[config.mk]
export PLATFORM = sky130hd
export DESIGN_NAME = mem_req_arbiter
export DESIGN_NICKNAME = d
export VERILOG_FILES = /design/src/rtl/mem_req_arbiter.sv
export SDC_FILE = /design/constraint.sdc
export NUM_CORES = 1
export LEC_CHECK = 0
export ABC_AREA = 1
export BUFFER_PORTS_ARGS = -buffer_cell sky130_fd_sc_hd__buf_4
export CORE_AREA = 2 2 114 116
export CTS_CLUSTER_SIZE = 14
export DETAILED_ROUTE_END_ITERATION = 16
export DIE_AREA = 0 0 116 118
export PLACE_DENSITY = 0.64
export SYNTH_ARGS = -nofsm -noshare
export SYNTH_HDL_FRONTEND = slang
export SYNTH_SLANG_ARGS = --single-unit
[constraint.sdc]
create_clock -name clk_i -period 3.5 [get_ports clk_i]
set_clock_uncertainty 0.2 [all_clocks]
set_input_delay 0.525 -clock clk_i [delete_from_list [all_inputs] [get_ports clk_i]]
set_output_delay 0.525 -clock clk_i [all_outputs]
set_load 0.02 [all_outputs]
[src/rtl/mem_req_arbiter.sv]
// Round-robin N:1 memory request arbiter with tag-routed, combinational response return.
// Optional build macro MEM_ARB_PENDING_LIMIT_EN: throttle reads once MAX_PENDING are outstanding.

module mem_req_arbiter #(
  parameter int unsigned NUM_REQS       = 2,
  parameter int unsigned ADDR_WIDTH_BIT = 32,
  parameter int unsigned DATA_WIDTH_BIT = 32,
  parameter int unsigned TAG_WIDTH_BIT  = 1,
  parameter int unsigned MAX_PENDING    = 4,
  localparam int unsigned IDX_W         = $clog2(NUM_REQS),
  localparam int unsigned OTW           = TAG_WIDTH_BIT + IDX_W,
  localparam int unsigned BE_W          = DATA_WIDTH_BIT / 8
) (
  input  logic                                 clk_i,
  input  logic                                 rst_i,
  // requester side
  input  logic [NUM_REQS-1:0]                  in_req_valid_i,
  input  logic [NUM_REQS-1:0]                  in_req_rw_i,
  input  logic [NUM_REQS*ADDR_WIDTH_BIT-1:0]   in_req_addr_i,
  input  logic [NUM_REQS*DATA_WIDTH_BIT-1:0]   in_req_data_i,
  input  logic [NUM_REQS*BE_W-1:0]             in_req_byteen_i,
  input  logic [NUM_REQS*TAG_WIDTH_BIT-1:0]    in_req_tag_i,
  output logic [NUM_REQS-1:0]                  in_req_ready_o,
  output logic [NUM_REQS-1:0]                  in_rsp_valid_o,
  input  logic [NUM_REQS-1:0]                  in_rsp_ready_i,
  output logic [DATA_WIDTH_BIT-1:0]            in_rsp_data_o,
  output logic [TAG_WIDTH_BIT-1:0]             in_rsp_tag_o,
  // memory side
  output logic                                 out_req_valid_o,
  input  logic                                 out_req_ready_i,
  output logic                                 out_req_rw_o,
  output logic [ADDR_WIDTH_BIT-1:0]            out_req_addr_o,
  output logic [DATA_WIDTH_BIT-1:0]            out_req_data_o,
  output logic [BE_W-1:0]                      out_req_byteen_o,
  output logic [OTW-1:0]                       out_req_tag_o,
  input  logic                                 out_rsp_valid_i,
  output logic                                 out_rsp_ready_o,
  input  logic [DATA_WIDTH_BIT-1:0]            out_rsp_data_i,
  input  logic [OTW-1:0]                       out_rsp_tag_i
);

  if (NUM_REQS < 2 || NUM_REQS > 8) begin : g_bad_num_reqs
    $error("mem_req_arbiter: NUM_REQS must be in 2..8");
  end
  if (MAX_PENDING == 0 || (MAX_PENDING & (MAX_PENDING - 1)) != 0) begin : g_bad_max_pending
    $error("mem_req_arbiter: MAX_PENDING must be a power of two");
  end

  typedef enum logic [0:0] {StIdle, StIssue} state_e;

  state_e                    state_q, state_d;
  logic [IDX_W-1:0]          rr_ptr_q, rr_ptr_d;
  logic                      req_rw_q, req_rw_d;
  logic [ADDR_WIDTH_BIT-1:0] req_addr_q, req_addr_d;
  logic [DATA_WIDTH_BIT-1:0] req_data_q, req_data_d;
  logic [BE_W-1:0]           req_byteen_q, req_byteen_d;
  logic [OTW-1:0]            req_tag_q, req_tag_d;

  logic                      read_ok;
  logic [NUM_REQS-1:0]       eligible;
  logic                      grant_found;
  logic [IDX_W-1:0]          grant_idx;
  int unsigned               cand;
  logic                      do_grant;
  logic                      out_hs;
  logic                      sel_rw;
  logic [ADDR_WIDTH_BIT-1:0] sel_addr;
  logic [DATA_WIDTH_BIT-1:0] sel_data;
  logic [BE_W-1:0]           sel_byteen;
  logic [OTW-1:0]            sel_tag;
  logic [IDX_W-1:0]          rsp_idx;

`ifdef MEM_ARB_PENDING_LIMIT_EN
  localparam int unsigned PEND_W = $clog2(MAX_PENDING + 1);

  logic [PEND_W-1:0] pending_q, pending_d;
  logic              rd_issue;
  logic              rsp_hs;

  assign read_ok  = pending_q < PEND_W'(MAX_PENDING);
  assign rd_issue = out_hs & ~req_rw_q;
  assign rsp_hs   = out_rsp_valid_i & out_rsp_ready_o;

  // Simultaneous issue and response cancel out; both ends saturate.
  always_comb begin
    pending_d = pending_q;
    if (rd_issue && !rsp_hs && pending_q != PEND_W'(MAX_PENDING)) begin
      pending_d = pending_q + 1'b1;
    end else if (!rd_issue && rsp_hs && pending_q != '0) begin
      pending_d = pending_q - 1'b1;
    end
  end

  always_ff @(posedge clk_i) begin
    if (rst_i) begin
      pending_q <= '0;
    end else begin
      pending_q <= pending_d;
    end
  end
`else
  assign read_ok = 1'b1;
`endif

  assign eligible = in_req_valid_i & (in_req_rw_i | {NUM_REQS{read_ok}});

  // First eligible requester at or after rr_ptr_q, wrapping.
  always_comb begin
    grant_found = 1'b0;
    grant_idx   = '0;
    cand        = 0;
    for (int unsigned k = 0; k < NUM_REQS; k++) begin
      cand = (32'(rr_ptr_q) + k) % NUM_REQS;
      if (!grant_found && eligible[IDX_W'(cand)]) begin
        grant_found = 1'b1;
        grant_idx   = IDX_W'(cand);
      end
    end
  end

  always_comb begin
    sel_rw     = 1'b0;
    sel_addr   = '0;
    sel_data   = '0;
    sel_byteen = '0;
    sel_tag    = '0;
    for (int i = 0; i < NUM_REQS; i++) begin
      if (grant_idx == IDX_W'(i)) begin
        sel_rw     = in_req_rw_i[i];
        sel_addr   = in_req_addr_i[i*ADDR_WIDTH_BIT +: ADDR_WIDTH_BIT];
        sel_data   = in_req_data_i[i*DATA_WIDTH_BIT +: DATA_WIDTH_BIT];
        sel_byteen = in_req_byteen_i[i*BE_W +: BE_W];
        sel_tag    = {grant_idx, in_req_tag_i[i*TAG_WIDTH_BIT +: TAG_WIDTH_BIT]};
      end
    end
  end

  assign do_grant        = (state_q == StIdle) && grant_found && !rst_i;
  assign out_req_valid_o = (state_q == StIssue) && !rst_i;
  assign out_hs          = out_req_valid_o & out_req_ready_i;

  always_comb begin
    for (int i = 0; i < NUM_REQS; i++) begin
      in_req_ready_o[i] = do_grant && (grant_idx == IDX_W'(i));
    end
  end

  always_comb begin
    state_d      = state_q;
    rr_ptr_d     = rr_ptr_q;
    req_rw_d     = req_rw_q;
    req_addr_d   = req_addr_q;
    req_data_d   = req_data_q;
    req_byteen_d = req_byteen_q;
    req_tag_d    = req_tag_q;
    unique case (state_q)
      StIdle: begin
        if (grant_found) begin
          state_d      = StIssue;
          rr_ptr_d     = (grant_idx == IDX_W'(NUM_REQS - 1)) ? '0 : grant_idx + 1'b1;
          req_rw_d     = sel_rw;
          req_addr_d   = sel_addr;
          req_data_d   = sel_data;
          req_byteen_d = sel_byteen;
          req_tag_d    = sel_tag;
        end
      end
      StIssue: begin
        if (out_req_ready_i) begin
          state_d = StIdle;
        end
      end
      default: state_d = StIdle;
    endcase
  end

  always_ff @(posedge clk_i) begin
    if (rst_i) begin
      state_q      <= StIdle;
      rr_ptr_q     <= '0;
      req_rw_q     <= 1'b0;
      req_addr_q   <= '0;
      req_data_q   <= '0;
      req_byteen_q <= '0;
      req_tag_q    <= '0;
    end else begin
      state_q      <= state_d;
      rr_ptr_q     <= rr_ptr_d;
      req_rw_q     <= req_rw_d;
      req_addr_q   <= req_addr_d;
      req_data_q   <= req_data_d;
      req_byteen_q <= req_byteen_d;
      req_tag_q    <= req_tag_d;
    end
  end

  assign out_req_rw_o     = req_rw_q;
  assign out_req_addr_o   = req_addr_q;
  assign out_req_data_o   = req_data_q;
  assign out_req_byteen_o = req_byteen_q;
  assign out_req_tag_o    = req_tag_q;

  // Responses to an out-of-range index are accepted and go nowhere.
  assign rsp_idx       = out_rsp_tag_i[OTW-1 -: IDX_W];
  assign in_rsp_tag_o  = out_rsp_tag_i[TAG_WIDTH_BIT-1:0];
  assign in_rsp_data_o = out_rsp_data_i;

  always_comb begin
    out_rsp_ready_o = 1'b1;
    for (int i = 0; i < NUM_REQS; i++) begin
      in_rsp_valid_o[i] = out_rsp_valid_i && (rsp_idx == IDX_W'(i));
      if (rsp_idx == IDX_W'(i)) begin
        out_rsp_ready_o = in_rsp_ready_i[i];
      end
    end
  end

endmodule

-- After elaboration in Yosys (flattened, before gate mapping)
Cells that the tools add are included.
- bits in registers: 73
- output and inout bits: 110
- add/sub/neg operators: 2
- order comparisons: 2
- muxes and demuxes: 18
- bitwise gates (word level): 3
- reduce and logical (&&, ||, !) cells: 11
- operator list (operator ; count):
    32-bit 2-to-1 mux ; 2
    1-bit 2-to-1 mux ; 13
    1-bit logical AND ; 8
    1-bit by 2-bit < comparator with 1-bit output (second input constant) ; 2
    4-bit 2-to-1 mux ; 1
    1-bit NOT ; 3
    1-bit adder (second input constant) ; 2
    1-bit zero test ; 2
    2-bit 2-to-1 mux ; 1
    1-bit case mux with 2 select lines ; 1
    2-bit AND reduction ; 1

-- Longest topological paths before layout
Gate-level depths: netlist of the first run.
- depth in word-level cells: 9
- mapped depth: 8

-- Least setup slack after synthesis of the first run
Ideal clock, no wire load.
- path kind: input-to-output
- start point: in in_req_valid_i[1]
- end point: out in_req_ready_o[0]
- arrival time: 1.260 ns
- path slack: 1.515 ns
- stages: 5
- path buffers: 2
- cells stage by stage: buf_2 nand2_2 nand2_4 nor2_4 buf_6
- cells in the longest elaborated chain, start to end: 9
- ends and longest elaborated chain (element ; RTL line ; text):
    start: declaration ; 17 ; input logic [NUM_REQS-1:0] in_req_valid_i,
    1-bit 2-to-1 mux (not written as such) (2 in series) ; 114 ; if (!grant_found && eligible[IDX_W'(cand)]) begin
    1-bit 2-to-1 mux ; 114 ;
    1-bit zero test ; 114 ;
    1-bit logical AND ; 114 ;
    1-bit 2-to-1 mux ; 114 ;
    1-bit logical AND (2 in series) ; 138 ; assign do_grant = (state_q == StIdle) && grant_found && !rst_i;
    1-bit logical AND * ; 144 ; in_req_ready_o[i] = do_grant && (grant_idx == IDX_W'(i));
    end: declaration ; 23 ; output logic [NUM_REQS-1:0] in_req_ready_o,
Every way passes the cells marked *; elsewhere a longest branch is shown, timed or not. The select of a mux whose other input is x is not followed.

-- Final worst setup path of the first run
- start point: in in_req_valid_i[1]
- end point: out in_req_ready_o[1]
Same word-level chain as after synthesis.

==> results.yml, run 1 <==
timing:
  setup_viol: 0
  fin_hold_ws_ns: 0.1852
  rsz0062_at_grt: "false"
  period_share_pct: 73.00
  min_period_ns: 2.555
  tightestPinTransition_ns: 0.5991
  slew_headroom_pct: 60.06
  finalSetupTns_ns: 0
  fmax_mhz: 391.4
  slew_violations: 0
  finalHoldViolCount: 0
pwr:
  p_int_mw: 1.934
  clockPowerShare_pct: 39.1
  combPwrFrac_pct: 25.5
  seq_power_share_pct: 35.4
  leakage_nw: 2.962
  p_sw_share_pct: 29.05
  ir_worst_vdd_uv: 271.8
  cellPowerDensity_nw_per_um2: 488.3
  p_switching_mw: 0.7917
final_layout:
  n_antenna_cell: 0
  layout.nets: 914
  seq_area_um2: 1461
  fill_cells: 1360
  final_cell_mix: "233 x buf_4, 131 x nand2_1, 106 x nor2_1"
  drive_gt1_share_pct: 35.14
  syn2layout_area_growth_pct: 51.63
  multiInputGateArea_um2: 1662
  design_area_um2: 5582
  final_common_cell: "buf_4"
  final_cell_count_no_fill: 909
place:
  hpwl_um: 9003
  io_buffers: 225
  postPlaceCellArea_um2: 5238
  gp_congestion: 0.8259
  place_inst: 893
clock_tree:
  cts_tree: "yes"
  cts_resized: 0
  cts_root_buffer: "clkbuf_16"
  clkTransAtPathRegs_ns: 0.06
  post-cts-setup-buffers: 0
  cts.sinks: 73
  clock_path_buffers: 2
  cts_buffers: 9
  htreeDepth: 3
  clk_latency_ns: 0.33
  hold_buffers: 0
synthesis:
  yosysSeqAreaShare_pct: 39.70
  synth_edf_count: 0
  ys_async_sr_fraction_pct: 0
  synthDistinctLibCells: 22
  synth_top_flop_cell: "dfxtp_1"
  yosys_warnings: 0
  syn_inst: 556
  ys_seq_elements: 73
  syn_area_um2: 3681
  syn_area_per_cell_um2: 6.621
  synth_nets: 738
outcome:
  status: "complete, no violations"
floorplan:
  num_io_pins: 292
  rows: 41
  core_um2: 12410
  die_area_um2: 13690
  start_util_pct: 29.65
  die_w_um: 116
  die_h_um: 118
min_path:
  hold_path_startpoint: "in_req_data_i[28]"
  holdPathStages: 3
  hold_end: "out_req_data_o[28]"
  hold_path.class: "in -> reg"
route:
  wire_per_inst_um: 14.19
  routed_wl_um: 12900
  num_vias: 4083
  wl_met2_um: 6151
  met1_length_um: 5589
  dr.pass1.iters: 4
  dr.first_iter.drc_count: 302
  drcViolationCount: 0
  ant_nets: 0
  wl_met3_um: 964
  vias_per_cell: 4.492
  highest_layer: "met4"
setup_path:
  r2r_start: "state_q"
  r2r_cells: 6
  cp-start-kind: "primary input"
  ff2ff_setup_slack_ns: 1.76
  cp_max_fo: 38
  crit_required_ns: 2.77
  arrival_ns: 1.83
  end_kind: "output port"
  reg2reg_to: "out_req_data_o[25]"
  path_class: "in -> out"
grt:
  grt.overflow.total: 0
  grt_pass1_vias: 4030
  grt_pass1_wl_um: 20490
  grt_start_max_net_pins: 60
  grtUsageTotal_pct: 19.12
  antenna_found_initial: 0
run:
  cap_viol_max_count: 0
-- layer usage --
layer / vias to the layer above / track usage (%)
met4: 0 / 5.432
met3: 20 / 7.312
met2: 136 / 30.23
met1: 1836 / 24.11
met5: - / 0
li1: 2091 / -
-- worst max-delay path: stages --
cell     delay (ns)
buf_4          0.38
nor2_1         0.09
nor2_2         0.25
nand2_1        0.13
nor2_1         0.25
buf_4          0.20
-- power groups by stage --
stage | clock, mW | combinational, mW | sequential [mW]
2_1_floorplan | 0 | 0.312 | 1.08
4_1_cts | 1.10 | 0.702 | 0.964
5_1_grt | 1.14 | 0.763 | 0.975
6_report | 1.07 | 0.694 | 0.965
3_3_place_gp | 0 | 0.697 | 0.981
3_5_place_dp | 0 | 0.700 | 0.981
-- final cells by class --
cell class | count | share of cell area, %
Tap cell | 172 | 3.856
Clock inverter | 6 | 1.883
Sequential cell | 73 | 26.18
Timing Repair Buffer | 233 | 31.34
Inverter | 40 | 2.690
Clock buffer | 10 | 4.282
Multi-Input combinational cell | 375 | 29.77
-- synthesized netlist by cell type (2+ instances only) --
| master | instances | area [um2] |
|---|---|---|
| nand2_1 | 131 | 491.7 |
| nor2_1 | 106 | 397.9 |
| nand3_1 | 93 | 465.5 |
| dfxtp_1 | 73 | 1461 |
| inv_1 | 37 | 138.9 |
| nand4_1 | 34 | 212.7 |
| buf_4 | 33 | 247.7 |
| clkbuf_1 | 17 | 63.81 |
| buf_2 | 11 | 55.05 |
| buf_1 | 4 | 15.01 |
| buf_6 | 3 | 33.78 |
| inv_2 | 2 | 7.510 |
| nand2_2 | 2 | 12.51 |
| nor2_2 | 2 | 12.51 |
-- flip-flops by register name, summed over array words and instances, names as in the netlist --
signal            flops
out_req_data_o       32
rr_ptr_q              1
out_req_rw_o          1
out_req_tag_o         2
out_req_addr_o       32
out_req_byteen_o      4
state_q               1
-- cells by family (layout without fill, tap and decap cells) --
group	count (synthesis)	in the layout	share of synthesized area [%]
simple gates	370	370	43.88
buf+inv	108	289	15.36
compound gates	4	4	0.7479
mux	1	1	0.3059
flops	73	73	39.70
-- worst max-delay path by stage --
| stage | slack [ns] | from | end |
|---|---|---|---|
| floorplan | 1.52 | in_req_valid_i[1] | in_req_ready_o[0] |
| detailed placement | 0.92 | in_req_valid_i[1] | in_req_ready_o[1] |
| global placement | 0.97 | in_req_valid_i[1] | in_req_ready_o[1] |
| CTS | 0.92 | in_req_valid_i[1] | in_req_ready_o[1] |
| finish | 0.94 | in_req_valid_i[1] | in_req_ready_o[1] |
| global route | 0.72 | in_req_valid_i[1] | in_req_ready_o[1] |
-- through the flow --
stage / total power, mW / setup slack (ns) / utilization [%]
final: 2.725 / 0.9450 / 44.96
after global routing: 2.874 / 0.7151 / 44.96
after CTS: 2.765 / 0.9236 / 44.96
after detailed placement: 1.681 / 0.9223 / 42.19
after global placement: 1.678 / 0.9732 / 42.19
after floorplan: 1.393 / 1.515 / -
Power figures use the tool's default switching activity.
==> run 2, diff against run 1 <==
Settings changed: PLACE_DENSITY 0.64 to 0.67.
Clock period 3.5 ns to 2.24 ns, I/O delays scaled along.
==> run 2 against run 1 <==
Net effect:
- global-route usage decreased by 0.62 points
- wire length rose by 1.2%
- critical path depth down 2
- first-iteration DRC count increased by 8.6%
- worst setup slack got worse by 0.84 ns
- sequential power increased by 56%
- die area unchanged
- hold slack worse by 0.17 ns
- non-clock buffer count up 32
- via count rose by 4.7%
- cell count up 3.5%
- flip-flop and latch count unchanged
- critical path type is now reg -> out
==> results.yml, run 2 (synthesis results as in run 1) <==
route:
  dr.first_iter.drc_count: 328
  drcViolationCount: 0
  routed_wl_um: 13050
  met1_length_um: 5644
  highest_layer: "met4"
  wire_per_inst_um: 13.87
  wl_met3_um: 904
  vias_per_cell: 4.542
  dr.pass1.iters: 4
  wl_met2_um: 6178
  ant_nets: 0
  num_vias: 4274
grt:
  grtUsageTotal_pct: 18.49
  grt_pass1_wl_um: 20030
  grt.overflow.total: 0
  grt_start_max_net_pins: 61
  grt_pass1_vias: 3953
  antenna_found_initial: 1
clock_tree:
  clk_latency_ns: 0.33
  cts_tree: "yes"
  cts.sinks: 73
  htreeDepth: 3
  cts_root_buffer: "clkbuf_16"
  post-cts-setup-buffers: 0
  clock_path_buffers: 2
  cts_buffers: 9
  clkTransAtPathRegs_ns: 0.06
final_layout:
  final_cell_mix: "236 x buf_4, 131 x nand2_1, 106 x nor2_1"
  layout.nets: 946
  seq_area_um2: 1461
  final_core_util_pct: 47.09
  fill_cells: 1287
  multiInputGateArea_um2: 1662
  drive_gt1_share_pct: 33.98
  syn2layout_area_growth_pct: 58.80
  final_cell_count_no_fill: 941
  final_common_cell: "buf_4"
floorplan:
  start_util_pct: 29.65
  core_um2: 12410
  rows: 41
  num_io_pins: 292
  die_area_um2: 13690
  die_h_um: 118
  die_w_um: 116
setup_path:
  cp-start-kind: "flop"
  path_class: "reg -> out"
  crit_required_ns: 1.70
  r2r_cells: 6
  arrival_ns: 1.60
  cp_max_fo: 13
  end_kind: "output port"
pwr:
  p_sw_share_pct: 30.64
  seq_power_share_pct: 37.6
  clockPowerShare_pct: 34.0
  p_int_mw: 2.785
  cellPowerDensity_nw_per_um2: 686.8
  combPwrFrac_pct: 28.4
  ir_worst_vdd_uv: 283.9
  leakage_nw: 3.069
  p_switching_mw: 1.230
timing:
  fmax_mhz: 467.8
  period_share_pct: 95.43
  fin_hold_ws_ns: 0.01458
  min_period_ns: 2.138
  slew_headroom_pct: 59.04
  finalHoldViolCount: 0
  rsz0062_at_grt: "false"
  slew_violations: 0
  finalSetupTns_ns: 0
  setup_viol: 0
  tightestPinTransition_ns: 0.6144
place:
  gp_congestion: 0.8349
  hpwl_um: 9172
  place_inst: 897
  io_buffers: 225
outcome:
  status: "complete, no violations"
min_path:
  holdPathStages: 3
  hold_path.class: "in -> reg"
run:
  cap_viol_max_count: 0
==> run 2: timing repair <==
action                                 4_1_cts  5_1_grt
resized for setup                            0        0
endpoints found under the hold margin       28        0
hold buffers                                28        0
==> run 2: through the flow <==
step	worst slack [ns]	power (mW)	instance area, um2
CTS	0.08246	4.061	5843
detailed placement	0.3084	2.639	5280
floorplan	0.6330	2.176	3681
global route	0.001940	4.224	5843
finish	0.1024	4.015	5846
global placement	0.3178	2.634	5280
==> run 2: power by group through the flow <==
stage | sequential [mW] | clock (mW) | combinational (mW)
floorplan | 1.69 | 0 | 0.488
global placement | 1.53 | 0 | 1.10
detailed placement | 1.53 | 0 | 1.11
CTS | 1.51 | 1.40 | 1.15
global route | 1.52 | 1.47 | 1.24
finish | 1.51 | 1.37 | 1.14
==> run 2: metal layers <==
| layer | vias up | track usage [%] |
|---|---|---|
| li1 | 2154 | - |
| met1 | 1929 | 23.43 |
| met2 | 166 | 29.90 |
| met3 | 25 | 4.634 |
| met4 | 0 | 7.217 |
| met5 | - | 0 |
==> run 2: final cells by class <==
class,instances,share of cell area [%]
flip-flops and latches,73,25.00
clock inverters,2,0.2140
diodes,1,0.04281
repair buffers,265,35.45
clock buffers,13,4.623
well taps,172,3.681
multi-input cells,375,28.42
inverters,40,2.568
==> run 2: worst paths after layout <==
kind | start | to | slack (ns)
setup reg to reg | state_q | out_req_data_o[25] | 0.42
hold reg to reg | out_req_data_o[30] | out_req_data_o[30] | 0.25
hold / removal | in_req_data_i[25] | out_req_data_o[25] | 0.01
setup / recovery | state_q | in_req_ready_o[0] | 0.10
==> run 2: critical path, cell delays in order (launching register included) <==
cell and delay, ns:
dfxtp_1 0.34, nor2_2 0.27, nand2_4 0.20, nor2_4 0.26
buf_4 0.19
==> run 3, diff against run 2 <==
Settings changed: CTS_BUF_LIST set to sky130_fd_sc_hd__clkbuf_8 sky130_fd_sc_hd__clkbuf_16.
==> run 3 against run 2 <==
Net effect:
- wire length about the same
- via count decreased by 0.23%
- fmax about the same
- critical path type unchanged
- largest power group unchanged
==> results.yml, run 3 (synthesis results as in run 1) <==
outcome:
  status: "complete, no violations"
clock_tree:
  htreeDepth: 3
  clkTransAtPathRegs_ns: 0.06
  cts_tree: "yes"
  clk_latency_ns: 0.33
  cts_root_buffer: "clkbuf_16"
  hold_buffers: 28
  post-cts-setup-buffers: 0
  cts.sinks: 73
  cts_resized: 0
  clock_path_buffers: 2
  cts_buffers: 9
min_path:
  hold_end: "out_req_data_o[25]"
  hold_path_startpoint: "in_req_data_i[25]"
  holdPathStages: 3
  hold_path.class: "in -> reg"
place:
  gp_congestion: 0.8349
  hpwl_um: 9172
  io_buffers: 225
  postPlaceCellArea_um2: 5280
route:
  vias_per_cell: 4.531
  num_vias: 4264
  wire_per_inst_um: 13.87
  routed_wl_um: 13050
  ant_nets: 0
  dr.first_iter.drc_count: 328
  dr.pass1.iters: 5
  drcViolationCount: 0
final_layout:
  syn2layout_area_growth_pct: 58.80
  layout.nets: 946
  final_common_cell: "buf_4"
  design_area_um2: 5846
  drive_gt1_share_pct: 33.98
  final_cell_mix: "236 x buf_4, 131 x nand2_1, 106 x nor2_1"
pwr:
  leakage_nw: 3.073
  cellPowerDensity_nw_per_um2: 686.1
  ir_worst_vdd_uv: 284.0
grt:
  grtUsageTotal_pct: 18.49
  grt_pass1_vias: 3953
  antenna_found_initial: 1
  grt_pass1_wl_um: 20030
  grt_start_max_net_pins: 61
  grt.overflow.total: 0
floorplan:
  die_w_um: 116
  start_util_pct: 29.65
  rows: 41
  die_h_um: 118
  core_um2: 12410
  num_io_pins: 292
  die_area_um2: 13690
timing:
  period_share_pct: 95.48
  slew_violations: 0
  rsz0062_at_grt: "false"
  setup_viol: 0
  finalHoldViolCount: 0
  min_period_ns: 2.139
  finalSetupTns_ns: 0
  slew_headroom_pct: 59.15
  fmax_mhz: 467.5
  tightestPinTransition_ns: 0.6128
setup_path:
  ff2ff_setup_slack_ns: 0.42
  reg2reg_to: "out_req_data_o[25]"
  arrival_ns: 1.60
  end_kind: "output port"
  cp-start-kind: "flop"
  crit_required_ns: 1.70
  cp_max_fo: 13
  r2r_cells: 6
  path_class: "reg -> out"
  r2r_start: "state_q"
run:
  cap_viol_max_count: 0
run 3: cell type report:
cell class | count | area [um2]
diodes | 1 | 2.502
clock buffers | 12 | 266.5
clock inverters | 3 | 16.27
fillers | 1287 | 6569
inverters | 40 | 150.1
multi-input cells | 375 | 1662
flip-flops and latches | 73 | 1461
well taps | 172 | 215.2
repair buffers | 265 | 2072
run 3: worst max path at each step:
stage | start | to | slack [ns] | cells after the start
detailed placement | in_req_valid_i[0] | in_req_ready_o[0] | 0.31 | 6
CTS | state_q | in_req_ready_o[0] | 0.08 | 4
global placement | in_req_valid_i[0] | in_req_ready_o[0] | 0.32 | 6
global route | state_q | in_req_ready_o[0] | 0.002 | 4
floorplan | in_req_valid_i[1] | in_req_ready_o[0] | 0.63 | 5
finish | state_q | in_req_ready_o[0] | 0.10 | 4
run 3: where the power goes:
group / switching [mW] / internal [mW]
logic: 0.625 / 0.516
registers: 0.0728 / 1.44
clock network: 0.533 / 0.828
run 3: metrics by stage:
stage                     std cells  hold slack, ns  setup WS, ns  utilization (%)  power, mW
after floorplan                 556          0.2276        0.6330                -      2.176
after global placement          897          0.2425        0.3178            42.53      2.634
after detailed placement        897          0.2431        0.3084            42.53      2.639
after CTS                       940        0.001539       0.08224            47.07      4.057
after global routing            940         0.01878      0.001844            47.07      4.219
final                           941         0.01458        0.1012            47.09      4.011
run 3: critical path: stages, from the launching register on:
cell and delay, ns:
dfxtp_1 0.34, nor2_2 0.27, nand2_4 0.20, nor2_4 0.26, buf_4 0.19
run 3: layer usage:
metal | part of all wire [%] | GRT usage [%] | vias to the layer above
li1 | - | - | 2154
met1 | 43 | 23.43 | 1925
met2 | 47 | 29.90 | 160
met3 | 6.7 | 4.634 | 25
met4 | 2.5 | 7.217 | 0
met5 | 0 | 0 | -
